==> src/rtl/gray_counter.sv <==
// Up/down binary counter with a registered Gray-coded output and a wrap pulse.
// Latency 1 clk from sampled controls to gray/wrap; no backpressure (en gates counting).
module gray_counter #(
  parameter int SIZE = 4
) (
  input  logic            clk,
  input  logic            rst_n,
  input  logic            clr,
  input  logic            load,
  input  logic [SIZE-1:0] load_bin,
  input  logic            en,
  input  logic            up_dn,
  output logic [SIZE-1:0] gray,
  output logic            wrap
);

  logic [SIZE-1:0] bin_q;
  logic [SIZE-1:0] bin_d;
  logic            wrap_d;

  // Priority clr > load > en; wrap only fires on a count step that crosses the end.
  always_comb begin
    bin_d  = bin_q;
    wrap_d = 1'b0;
    if (clr) begin
      bin_d = '0;
    end else if (load) begin
      bin_d = load_bin;
    end else if (en) begin
      if (up_dn) begin
        bin_d  = bin_q + 1'b1;
        wrap_d = &bin_q;
      end else begin
        bin_d  = bin_q - 1'b1;
        wrap_d = ~|bin_q;
      end
    end
  end

  // gray is encoded from the next binary value so it lands in the same cycle as bin_q.
  always_ff @(posedge clk or negedge rst_n) begin
    if (!rst_n) begin
      bin_q <= '0;
      gray  <= '0;
      wrap  <= 1'b0;
    end else begin
      bin_q <= bin_d;
      gray  <= bin_d ^ (bin_d >> 1);
      wrap  <= wrap_d;
    end
  end

endmodule

==> config.mk <==
export PLATFORM = sky130hd
export DESIGN_NAME = gray_counter
export DESIGN_NICKNAME = d
export VERILOG_FILES = /design/src/rtl/gray_counter.sv
export SDC_FILE = /design/constraint.sdc
export NUM_CORES = 1
export LEC_CHECK = 0
export ABC_AREA = 1
export CORE_AREA = 2 2 39 41
export DETAILED_ROUTE_END_ITERATION = 8
export DIE_AREA = 0 0 41 43
export GPL_TIMING_DRIVEN = 1
export PLACE_DENSITY = 0.68
export SKIP_LAST_GASP = 1
export SYNTH_ARGS = -nofsm -noshare
export SYNTH_HDL_FRONTEND = slang
export SYNTH_SLANG_ARGS = --single-unit
==> constraint.sdc <==
create_clock -name clk -period 1.78 [get_ports clk]
set_input_delay 0.356 -clock clk [delete_from_list [all_inputs] [get_ports clk]]
set_output_delay 0.356 -clock clk [all_outputs]
set_load 0.02 [all_outputs]
# --- Word-level counts from Yosys, hierarchy flattened ---
# Cells that the tools add are included.
# W data, S select, Z words.
word_totals:
  reg_bits: 9
  latch_bits: 0
  mem_bits_rw: 0
  romBits: 0
  inputBits: 10
  out_inout_bits: 5
  elab_cells: 17
  mem_count: 0
classes:
  addsub: 2
  mul: 0
  div: 0
  order_cmp: 0
  eq_ne: 0
  n_shift: 0
  n_mux: 8
  bitwise_logic: 1
  reduce_logical: 3
op_table:
  columns: ["op", "n"]
  rows:
  - ["$mux W4", 4]
  - ["$add A4 B1 Y4 const B", 1]
  - ["$mux W1", 4]
  - ["$reduce_and A4 Y1", 1]
  - ["$reduce_or A4 Y1", 1]
  - ["$sub A4 B1 Y4 const B", 1]
  - ["$xor A4 B3 Y4", 1]
  - ["$logic_not A1 Y1", 1]

# --- Depth between registers and ports, before layout ---
# Gate-level depths: netlist of run 1.
logic_depth:
  word_depth: 6
  mapped_depth: 11
  depth_no_buf: 11

# --- Worst setup path before layout of run 1 ---
# No wires, ideal clock.
synth_timing:
  path_type: "reg2reg"
  startpoint: "register bin_q[0]"
  endpoint: "register gray[1]"
  setup_ps: 123
  arrival_time_ps: 1349
  required_time_ps: 1657
  setup_slack_ps: 308
  path_stages_with_launch: 6
  n_path_buf: 0
  period_less_slack_ps: 1472
  path_cell_list: "dfrtp_1 -> inv_1 -> fa_1 -> o211ai_2 -> nand3_2 -> xor2_1"
synth_between:
  elab_chain_len: 6
  word_cells_on_any_way: 7
  cone_classes: "add/sub (2); mux (4); bitwise (1)"
synth_rtl:
  columns: ["element", "line", "source"]
  rows:
  - ["start, declared", "17", "logic [SIZE-1:0] bin_q;"]
  - ["start signal, assigned", "47", "bin_q <= bin_d;"]
  - ["$sub A4 B1 Y4 or $add A4 B1 Y4 (tied branches)", "34, 31", null]
  - ["$mux W4 (*)", "30", "if (up_dn) begin"]
  - ["$mux W4 (*)", "29", "end else if (en) begin"]
  - ["$mux W4 (*)", "27", "end else if (load) begin"]
  - ["$mux W4 (*)", "25", "if (clr) begin"]
  - ["$xor A4 B3 Y4 (*)", "48", "gray <= bin_d ^ (bin_d >> 1);"]
  - ["end signal, assigned", "48", null]
  - ["end, declared", "13", "output logic [SIZE-1:0] gray,"]
# Every way passes the cells marked *; elsewhere a longest branch is shown, timed or not.

==> results of run 1 <==
## cell usage after synthesis
cell	n	area, sq um
xor2_1	3	26.3
fa_1	1	20.0
nand2_2	1	6.26
dfrtp_1	8	200
o211ai_2	1	12.5
o21ai_0	1	5.00
or2_1	2	12.5
nor2_1	5	18.8
inv_2	4	15.0
buf_4	1	7.51
nand3_2	2	20.0
a21oi_1	3	15.0
nand2_1	14	52.6
nand4_1	2	12.5
ha_1	2	25.0
inv_1	10	37.5
nand3_1	4	20.0
o21ai_1	1	5.00
xnor2_1	1	8.76
## worst min-delay path by stage
stage          startpoint  endpoint  slack, ns  depth (start not counted)
6_report            rst_n  bin_q[0]       0.37                          1
5_1_grt             rst_n  bin_q[1]       0.40                          1
4_1_cts             rst_n  bin_q[0]       0.38                          1
3_5_place_dp     bin_q[2]      wrap       0.62                          3
3_3_place_gp     bin_q[2]      wrap       0.64                          3
2_1_floorplan       rst_n  bin_q[0]       0.06                          0
## worst register-to-register path, cell delays in order, from the launching register on
cell,delay (ns)
dfrtp_1,0.43
inv_1,0.09
fa_1,0.48
o211ai_2,0.18
nand3_2,0.14
xor2_1,0.18
## state kept, by name, summed over array words and instances, names as in the netlist
name and count:
bin_q 4, wrap 1, gray 3
## per-stage QoR
stage	util [%]	power, mW	hold slack [ns]
after detailed placement	50.3	0.382	0.622
after global routing	51.8	0.551	0.403
after global placement	50.3	0.381	0.645
after CTS	51.8	0.520	0.380
final	51.8	0.512	0.372
after floorplan	-	0.311	0.0604
## kinds of logic after synthesis
| kind of cell | Yosys count |
|---|---|
| AND/OR/NAND/NOR | 30 |
| AO/OA/AOI/OAI | 6 |
| adder cells (fa/ha/maj) | 3 |
| XOR/XNOR | 4 |
| buffers and inverters | 15 |
| flip-flops | 8 |
## power groups by stage
stage / registers [mW] / clock network, mW / logic (mW)
after detailed placement: 0.218 / 0 / 0.165
after global placement: 0.217 / 0 / 0.164
final: 0.214 / 0.134 / 0.163
after CTS: 0.214 / 0.141 / 0.165
after floorplan: 0.229 / 0 / 0.0816
after global routing: 0.217 / 0.152 / 0.182
## metal layers
layer	wire length, microns	vias up
met3	34	2
met1	463	216
li1	-	241
met5	0	-
met4	20	0
met2	513	13
## final cells by class
type                    instances  area [sq um]  area share (%)
repair buffers                 17           161            22.5
clock buffers                   3          22.5            3.14
well taps                      16          20.0            2.79
flip-flops and latches          8           200            27.9
multi-input cells              43           260            36.3
inverters                      14          52.6            7.33
==> flow_metrics.tcl, run 1 <==
set metrics [dict create \
    area_share_of_and_or_nand_nor_cells_after_synthesis_pct 27.4 \
    fp.dieArea_sq_mm 0.00176 \
    ios 15 \
    antenna_diodes 0 \
    area_delta_synth_final_pct 37.7 \
    min-delay-path-class "input pin to async pin" \
    power.sequential.fraction_pct 41.8 \
    cts_resized 1 \
    dp.final_hpwl_microns 842 \
    drc_errors 0 \
    setup.reg_to_reg.worst_slack_ns 0.16 \
    worst_slack_ns 0.123 \
    post_syn_nets 79 \
    total_switching_power_mw 0.154 \
    crit_fanout 5 \
    mappedNetlistArea_sq_um 520 \
    gp_congestion 0.743 \
    cts_made_buffers 3 \
    rows 14 \
    grt_pass1_wl_microns 1810 \
    maximum_level_of_the_cts_h_tree 1 \
    grt_busiest_layer "met2" \
    postSynthAreaPerCell_sq_um 7.89 \
    ant_nets 0 \
    grt_max_degree 9 \
    pre_cts_slack_ns -0.258 \
    routed_via_density 4.67 \
    max_freq_mhz 603 \
    worstReg2RegStart "bin_q[0]" \
    post_placement_cell_count 98 \
    cp-start-kind "flop" \
    initial_utilization_pct 37.6 \
    synth_top_family_by_area "simple AND/OR/NAND/NOR gates" \
    timing.final.setup_violations 0 \
    final_area_sq_um 717 \
    grt_util_met3_pct 3.14 \
    worst_path_dominant_cell_family "buffers and inverters" \
    instances_no_fill 101 \
    met1_usage_pct 19.4 \
    hold_violations 0 \
    finalClockSkew_ns 0.00559 \
    grt.met2_usage_pct 22.8 \
    vdd_ir_drop_max_mv 0.450 \
    dpl_cell_area_sq_um 696 \
    internal_power_mw 0.358 \
    placeableCoreArea_sq_mm 0.00138 \
    criticalPathCategory "flop to output port" \
    power_frac_clock_pct 26.3 \
    port_buffers 14 \
    timing.setup.tns_ns 0 \
    clk-insertion-delay-late_ns 0.25 \
    outcome "complete, no violations" \
    timing.critical_path.to "gray[3]" \
    cp.arrival_ns 1.30 \
    clock_transition_at_the_register_clock_pins_on_the_worst_setup_and_hold_paths_after_cts_ns 0.05 \
    grt_util_all_layers_pct 15.4 \
    layout.nets 100 \
    max_slew_margin_pct 77.2 \
    setup_repair_after_global_routing_missed_its_margin "false" \
    clock_sink_count 8 \
    synth_compound_area_share_pct 7.21 \
    power_density_mw_per_mm2 714 \
    via_count 472 \
    muxShareOfSynthArea_pct 0 \
    cellLeakagePower_nw 0.375 \
    power_frac_comb_pct 31.9 \
    worst_setup_path_startpoint "bin_q[3]" \
    crit_path_top_delay_cell "clkdlybuf4s50_1" \
    synth.ff_latch_count 8 \
    drt_pre_antenna_iters 4 \
    fillCellCount 141 \
    wl_per_cell_microns 10.2 \
    final.period_utilization_pct 93.1 \
    antenna_found_initial 0 \
    number_of_global_route_vias_before_repair 460 \
    floorplan.die.width_microns 41 \
    power_switching_share_pct 30.1 \
    crit-reg2reg-capture "gray[1]" \
    detailedRoute.firstIterationViolations 4 \
    setup_repair_bufs_after_cts 0 \
    synth-warning-count 0 \
    post_synth_inst_count 66 \
    critical_path.n_buffers_inverters 1 \
    drt-total-wl_microns 1030 \
    worstPathCellList "clkdlybuf4s50_1" \
    drive_gt1_share_pct 16.5 \
    finalMaxSlewViolations 0 \
    cts-root-to-sink-buffers 2 \
    most_common_cell_after_layout_fill_and_taps_aside "nand2_1" \
    maximum_capacitance_violations 0 \
    cts_hold_buf 0 \
    post_synth_xor_area_fraction_pct 6.73 \
    cts_tree "built" \
    dieHeight_microns 43 \
    clock_period_minus_final_worst_setup_slack_ns 1.66 \
    tightestPinTransition_ns 0.341 \
    layout.cells.most_common_list "nand2_1, clkdlybuf4s50_1, inv_1" \
    cp-end-kind "output port" \
    yosys.area_share.adder_pct 8.65 \
    reg2regPathDepth 5 \
    remaining_global_route_overflow 0 \
    yosysSeqAreaShare_pct 38.5 \
    cts_root_buffer "clkbuf_4" \
    max_stage_delay_ns 0.63 \
    path_depth 1 \
    synth.lib_cells_used.distinct 19 \
    worstPathRequired_ns 1.42 \
]
No activity file was read; power rests on OpenSTA's default activity.
==> inputs of run 2 (changes only) <==
--- a/config.mk
+++ b/config.mk
@@ -6,6 +6,7 @@
 export NUM_CORES = 1
 export LEC_CHECK = 0
 export ABC_AREA = 1
+export CAP_MARGIN = 25
 export CORE_AREA = 2 2 39 41
 export DETAILED_ROUTE_END_ITERATION = 8
 export DIE_AREA = 0 0 41 43
==> constraint.sdc (replaced) <==
create_clock -name clk -period 1.55 [get_ports clk]
set_input_delay 0.31 -clock clk [delete_from_list [all_inputs] [get_ports clk]]
set_output_delay 0.31 -clock clk [all_outputs]
set_load 0.02 [all_outputs]
==> flow_metrics.tcl, run 2 (synthesis results as in run 1) <==
set metrics [dict create \
    drive_gt1_share_pct 28.9 \
    area_delta_synth_final_pct 46.9 \
    total_power_mw 0.609 \
    multi_input_comb_area_sq_um 270 \
    grt_pass1_wl_microns 1680 \
    worstPathCellList "clkdlybuf4s50_1" \
    crit_fanout 2 \
    final.period_utilization_pct 95.7 \
    finalMaxSlewViolations 0 \
    hold_violations 0 \
    total_switching_power_mw 0.183 \
    dp.final_hpwl_microns 911 \
    setup_repair_bufs_after_cts 0 \
    ios 15 \
    routed_via_density 4.68 \
    power_frac_clock_pct 24.7 \
    max_stage_delay_ns 0.60 \
    placeableCoreArea_sq_mm 0.00138 \
    power_density_mw_per_mm2 796 \
    drt-total-wl_microns 1060 \
    worstReg2RegStart "bin_q[0]" \
    grt_util_all_layers_pct 14.3 \
    max_slew_margin_pct 78.5 \
    dieHeight_microns 43 \
    drt_pre_antenna_iters 4 \
    cts-root-to-sink-buffers 2 \
    worst_path_dominant_cell_family "buffers and inverters" \
    ant_nets 0 \
    power.sequential.fraction_pct 39.3 \
    clock_sink_count 8 \
    clock_transition_at_the_register_clock_pins_on_the_worst_setup_and_hold_paths_after_cts_ns 0.05 \
    wl_per_cell_microns 10.0 \
    fp.dieArea_sq_mm 0.00176 \
    instances_no_fill 106 \
    cp-start-kind "flop" \
    rows 14 \
    grt_max_degree 9 \
    worst_setup_path_startpoint "bin_q[3]" \
    reg.largest.list "bin_q: 4 flops, gray: 3 flops, wrap: 1 flops" \
    finalClockSkew_ns 0.00247 \
    path_depth 1 \
    gp_congestion 0.801 \
    internal_power_mw 0.426 \
    maximum_level_of_the_cts_h_tree 1 \
    power_switching_share_pct 30.0 \
    clock_period_minus_final_worst_setup_slack_ns 1.48 \
    timing.final.setup_violations 0 \
    port_buffers 14 \
    criticalPathCategory "flop to output port" \
    layout.cells.most_common_list "clkdlybuf4s50_1, nand2_1, inv_1, dfrtp_1, buf_4" \
    cts_tree "built" \
    critical_path.n_buffers_inverters 1 \
    largest_reg_flops 4 \
    timing.setup.tns_ns 0 \
    via_count 496 \
    setup_repair_after_global_routing_missed_its_margin "true" \
    initial_utilization_pct 37.6 \
    worstPathRequired_ns 1.24 \
    antenna_diodes 0 \
    fillCellCount 147 \
    cts_root_buffer "clkbuf_4" \
    number_of_global_route_vias_before_repair 438 \
    reg2regPathDepth 5 \
    drc_errors 0 \
    outcome "complete, no violations" \
    detailedRoute.firstIterationViolations 15 \
    min-delay-path-class "input pin to async pin" \
    final-seq-area_sq_um 200 \
    cp-end-kind "output port" \
    max_freq_mhz 674 \
    crit_path_top_delay_cell "clkdlybuf4s50_1" \
    most_common_cell_after_layout_fill_and_taps_aside "clkdlybuf4s50_1" \
    clk-insertion-delay-late_ns 0.24 \
    cts_made_buffers 3 \
    vdd_ir_drop_max_mv 0.622 \
    finalHoldWorstSlack_ns 0.325 \
    timing.critical_path.to "gray[3]" \
    antenna_found_initial 0 \
    cellLeakagePower_nw 0.399 \
    crit-reg2reg-capture "gray[1]" \
    max_flop_register "bin_q" \
    maximum_capacitance_violations 0 \
    remaining_global_route_overflow 0 \
    power_frac_comb_pct 36.0 \
    layout.nets 105 \
    floorplan.die.width_microns 41 \
    post_placement_cell_count 103 \
    setup.reg_to_reg.worst_slack_ns 0.07 \
    cp.arrival_ns 1.17 \
    tightestPinTransition_ns 0.321 \
]
-- run 2: power by group through the flow --
| stage | Sequential, mW | Clock, mW | Combinational, mW |
|---|---|---|---|
| floorplan | 0.263 | 0 | 0.0937 |
| global placement | 0.242 | 0 | 0.211 |
| detailed placement | 0.242 | 0 | 0.213 |
| CTS | 0.238 | 0.157 | 0.213 |
| global route | 0.241 | 0.175 | 0.240 |
| finish | 0.239 | 0.150 | 0.219 |
-- run 2: area by class of cell --
| type | count | share of cell area [%] |
|---|---|---|
| Clock buffer | 3 | 2.95 |
| Inverter | 14 | 6.87 |
| Multi-Input combinational cell | 43 | 35.4 |
| Sequential cell | 8 | 26.2 |
| Tap cell | 16 | 2.62 |
| Timing Repair Buffer | 22 | 26.0 |
-- run 2: per-layer routing --
metal	wire length [microns]	track usage, %
met3	87	8.38
met1	472	19.5
met5	0	0
met2	504	20.0
met4	0	2.00
-- run 2: worst min-delay path by stage --
stage	depth (start not counted)	start	end	slack, ns
2_1_floorplan	0	rst_n	bin_q[0]	0.01
3_3_place_gp	3	bin_q[1]	wrap	0.59
3_5_place_dp	1	rst_n	gray[0]	0.60
4_1_cts	1	rst_n	bin_q[0]	0.34
5_1_grt	1	rst_n	wrap	0.34
6_report	1	rst_n	bin_q[0]	0.32
-- run 2: through the flow --
step           area (sq um)  setup slack (ns)  utilization [%]
2_1_floorplan           520            0.0783                -
3_3_place_gp            733            -0.416             53.0
3_5_place_dp            733            -0.464             53.0
4_1_cts                 754            0.0413             54.5
5_1_grt                 764          -0.00588             55.2
6_report                764            0.0664             55.2
-- run 2: timing repair --
action	4_1_cts	5_1_grt
hold buffers	0	0
pin swaps	0	5
endpoints found under the setup margin	5	4
resized for setup	1	9
==> inputs of run 3 (changes only) <==
--- a/config.mk
+++ b/config.mk
@@ -7,11 +7,11 @@
 export LEC_CHECK = 0
 export ABC_AREA = 1
 export CAP_MARGIN = 25
-export CORE_AREA = 2 2 39 41
+export CORE_UTILIZATION = 32
+export CTS_BUF_LIST = sky130_fd_sc_hd__clkbuf_4 sky130_fd_sc_hd__clkbuf_8
 export DETAILED_ROUTE_END_ITERATION = 8
-export DIE_AREA = 0 0 41 43
 export GPL_TIMING_DRIVEN = 1
-export PLACE_DENSITY = 0.68
+export PLACE_DENSITY = 0.58
 export SKIP_LAST_GASP = 1
 export SYNTH_ARGS = -nofsm -noshare
 export SYNTH_HDL_FRONTEND = slang
==> flow_metrics.tcl, run 3 (synthesis results as in run 1) <==
set metrics [dict create \
    crit_path_top_delay_cell "fa_2" \
    ant_nets 0 \
    reg.largest.list "bin_q: 4 flops, gray: 3 flops, wrap: 1 flops" \
    placeableCoreArea_sq_mm 0.00151 \
    setup_repair_bufs_after_cts 0 \
    grt_max_degree 9 \
    cp-end-kind "flop" \
    post_placement_cell_count 102 \
    routed_via_density 4.58 \
    cp-start-kind "flop" \
    clock_period_minus_final_worst_setup_slack_ns 1.51 \
    max_stage_delay_ns 0.44 \
    wl_per_cell_microns 9.82 \
    drt_pre_antenna_iters 5 \
    min-delay-path-class "input pin to async pin" \
    ios 15 \
    pre_cts_slack_ns -0.509 \
    criticalPathCategory "flop to flop" \
    remaining_global_route_overflow 0 \
    worst_path_dominant_cell_family "adder cells" \
    maximum_level_of_the_cts_h_tree 1 \
    outcome "complete, no violations" \
    tightestPinTransition_ns 0.373 \
    final.period_utilization_pct 97.2 \
    vdd_ir_drop_max_mv 0.484 \
    final_util_pct 50.2 \
    port_buffers 14 \
    crit-reg2reg-capture "gray[1]" \
    cts_made_buffers 3 \
    clock_sink_count 8 \
    worstReg2RegStart "bin_q[1]" \
    layout.cells.most_common_list "clkdlybuf4s50_1, nand2_1, inv_1" \
    hold_violations 0 \
    cellLeakagePower_nw 0.408 \
    cts-root-to-sink-buffers 2 \
    number_of_global_route_vias_before_repair 439 \
    grt_util_all_layers_pct 14.0 \
    worst_slack_ns 0.0441 \
    dpl_cell_area_sq_um 726 \
    finalMaxSlewViolations 0 \
    cts_tree "built" \
    worstPathRequired_ns 1.68 \
    initial_utilization_pct 34.6 \
    final_area_sq_um 756 \
    fp.dieArea_sq_mm 0.00179 \
    largest_reg_flops 4 \
    drt-total-wl_microns 1030 \
    detailedRoute.firstIterationViolations 17 \
    most_common_cell_after_layout_fill_and_taps_aside "clkdlybuf4s50_1" \
    antenna_found_initial 0 \
    antenna_diodes 0 \
    drc_errors 0 \
    worstPathCellList "inv_1, fa_2, o211ai_2, nand3_2, xor2_1" \
    area_delta_synth_final_pct 45.2 \
    reg2regPathDepth 5 \
    setup_repair_after_global_routing_missed_its_margin "true" \
    dp.final_hpwl_microns 867 \
    timing.final.setup_violations 0 \
    total_power_mw 0.612 \
    gp_congestion 0.849 \
    multi_input_comb_area_sq_um 270 \
    clock_transition_at_the_register_clock_pins_on_the_worst_setup_and_hold_paths_after_cts_ns 0.06 \
    layout.nets 104 \
    crit_fanout 3 \
    finalClockSkew_ns 0.00435 \
    max_freq_mhz 664 \
    final-seq-area_sq_um 200 \
    drive_gt1_share_pct 27.0 \
    via_count 481 \
    max_slew_margin_pct 75.1 \
    cts_root_buffer "clkbuf_4" \
    setup.reg_to_reg.worst_slack_ns 0.04 \
    maximum_capacitance_violations 0 \
    rows 14 \
    cp.arrival_ns 1.64 \
    instances_no_fill 105 \
    fillCellCount 154 \
    floorplan.die.width_microns 42.3 \
    grt_pass1_wl_microns 1850 \
    cts_hold_buf 0 \
    power_density_mw_per_mm2 810 \
    dieHeight_microns 42.3 \
    max_flop_register "bin_q" \
    critical_path.n_buffers_inverters 1 \
    clk-insertion-delay-late_ns 0.25 \
]
## run 3: cell count changes in the layout (fill, tap and decap cells not counted), sizes merged
cell	before	now
clkdlybuf4s50	13	12
dlymetal6s2s	0	1
buf	8	7
## run 3: layout make-up
| class | instances | share of cell area [%] |
|---|---|---|
| Clock buffer | 3 | 2.98 |
| Timing Repair Buffer | 21 | 25.2 |
| Tap cell | 16 | 2.65 |
| Multi-Input combinational cell | 43 | 35.8 |
| Sequential cell | 8 | 26.5 |
| Inverter | 14 | 6.95 |
## run 3: through the flow
step                hold slack (ns)  setup TNS, ns
floorplan                    0.0144              0
global placement              0.584          -2.32
global route                  0.349        -0.0199
finish                        0.337              0
detailed placement            0.584          -2.27
CTS                           0.340              0
## run 3: power by group
group / leakage [nW] / internal (mW) / switching (mW)
registers: 0.102 / 0.230 / 0.00740
logic: 0.292 / 0.104 / 0.109
clock network: 0.0138 / 0.0887 / 0.0725
## run 3: worst max path at each step
stage	start	to	slack, ns	depth (start not counted)
after global placement	up_dn	gray[2]	-0.48	10
after CTS	bin_q[0]	gray[1]	0.02	5
after floorplan	bin_q[0]	gray[1]	0.08	5
after detailed placement	up_dn	gray[2]	-0.51	10
after global routing	bin_q[1]	gray[2]	-0.01	11
final	bin_q[1]	gray[1]	0.04	5
## run 3: per-layer routing
metal | wire length (microns) | GRT usage, % | part of all wire, % | vias to the layer above
li1 | - | - | - | 252
met3 | 50 | 5.17 | 4.8 | 0
met4 | 0 | 3.75 | 0 | 0
met5 | 0 | 0 | 0 | -
met1 | 500 | 19.9 | 48 | 213
met2 | 480 | 20.0 | 47 | 16
## run 3: repair_timing
item / 4_1_cts / 5_1_grt
resized for setup: 1 / 8
pin swaps: 0 / 4
setup endpoints to repair: 5 / 5
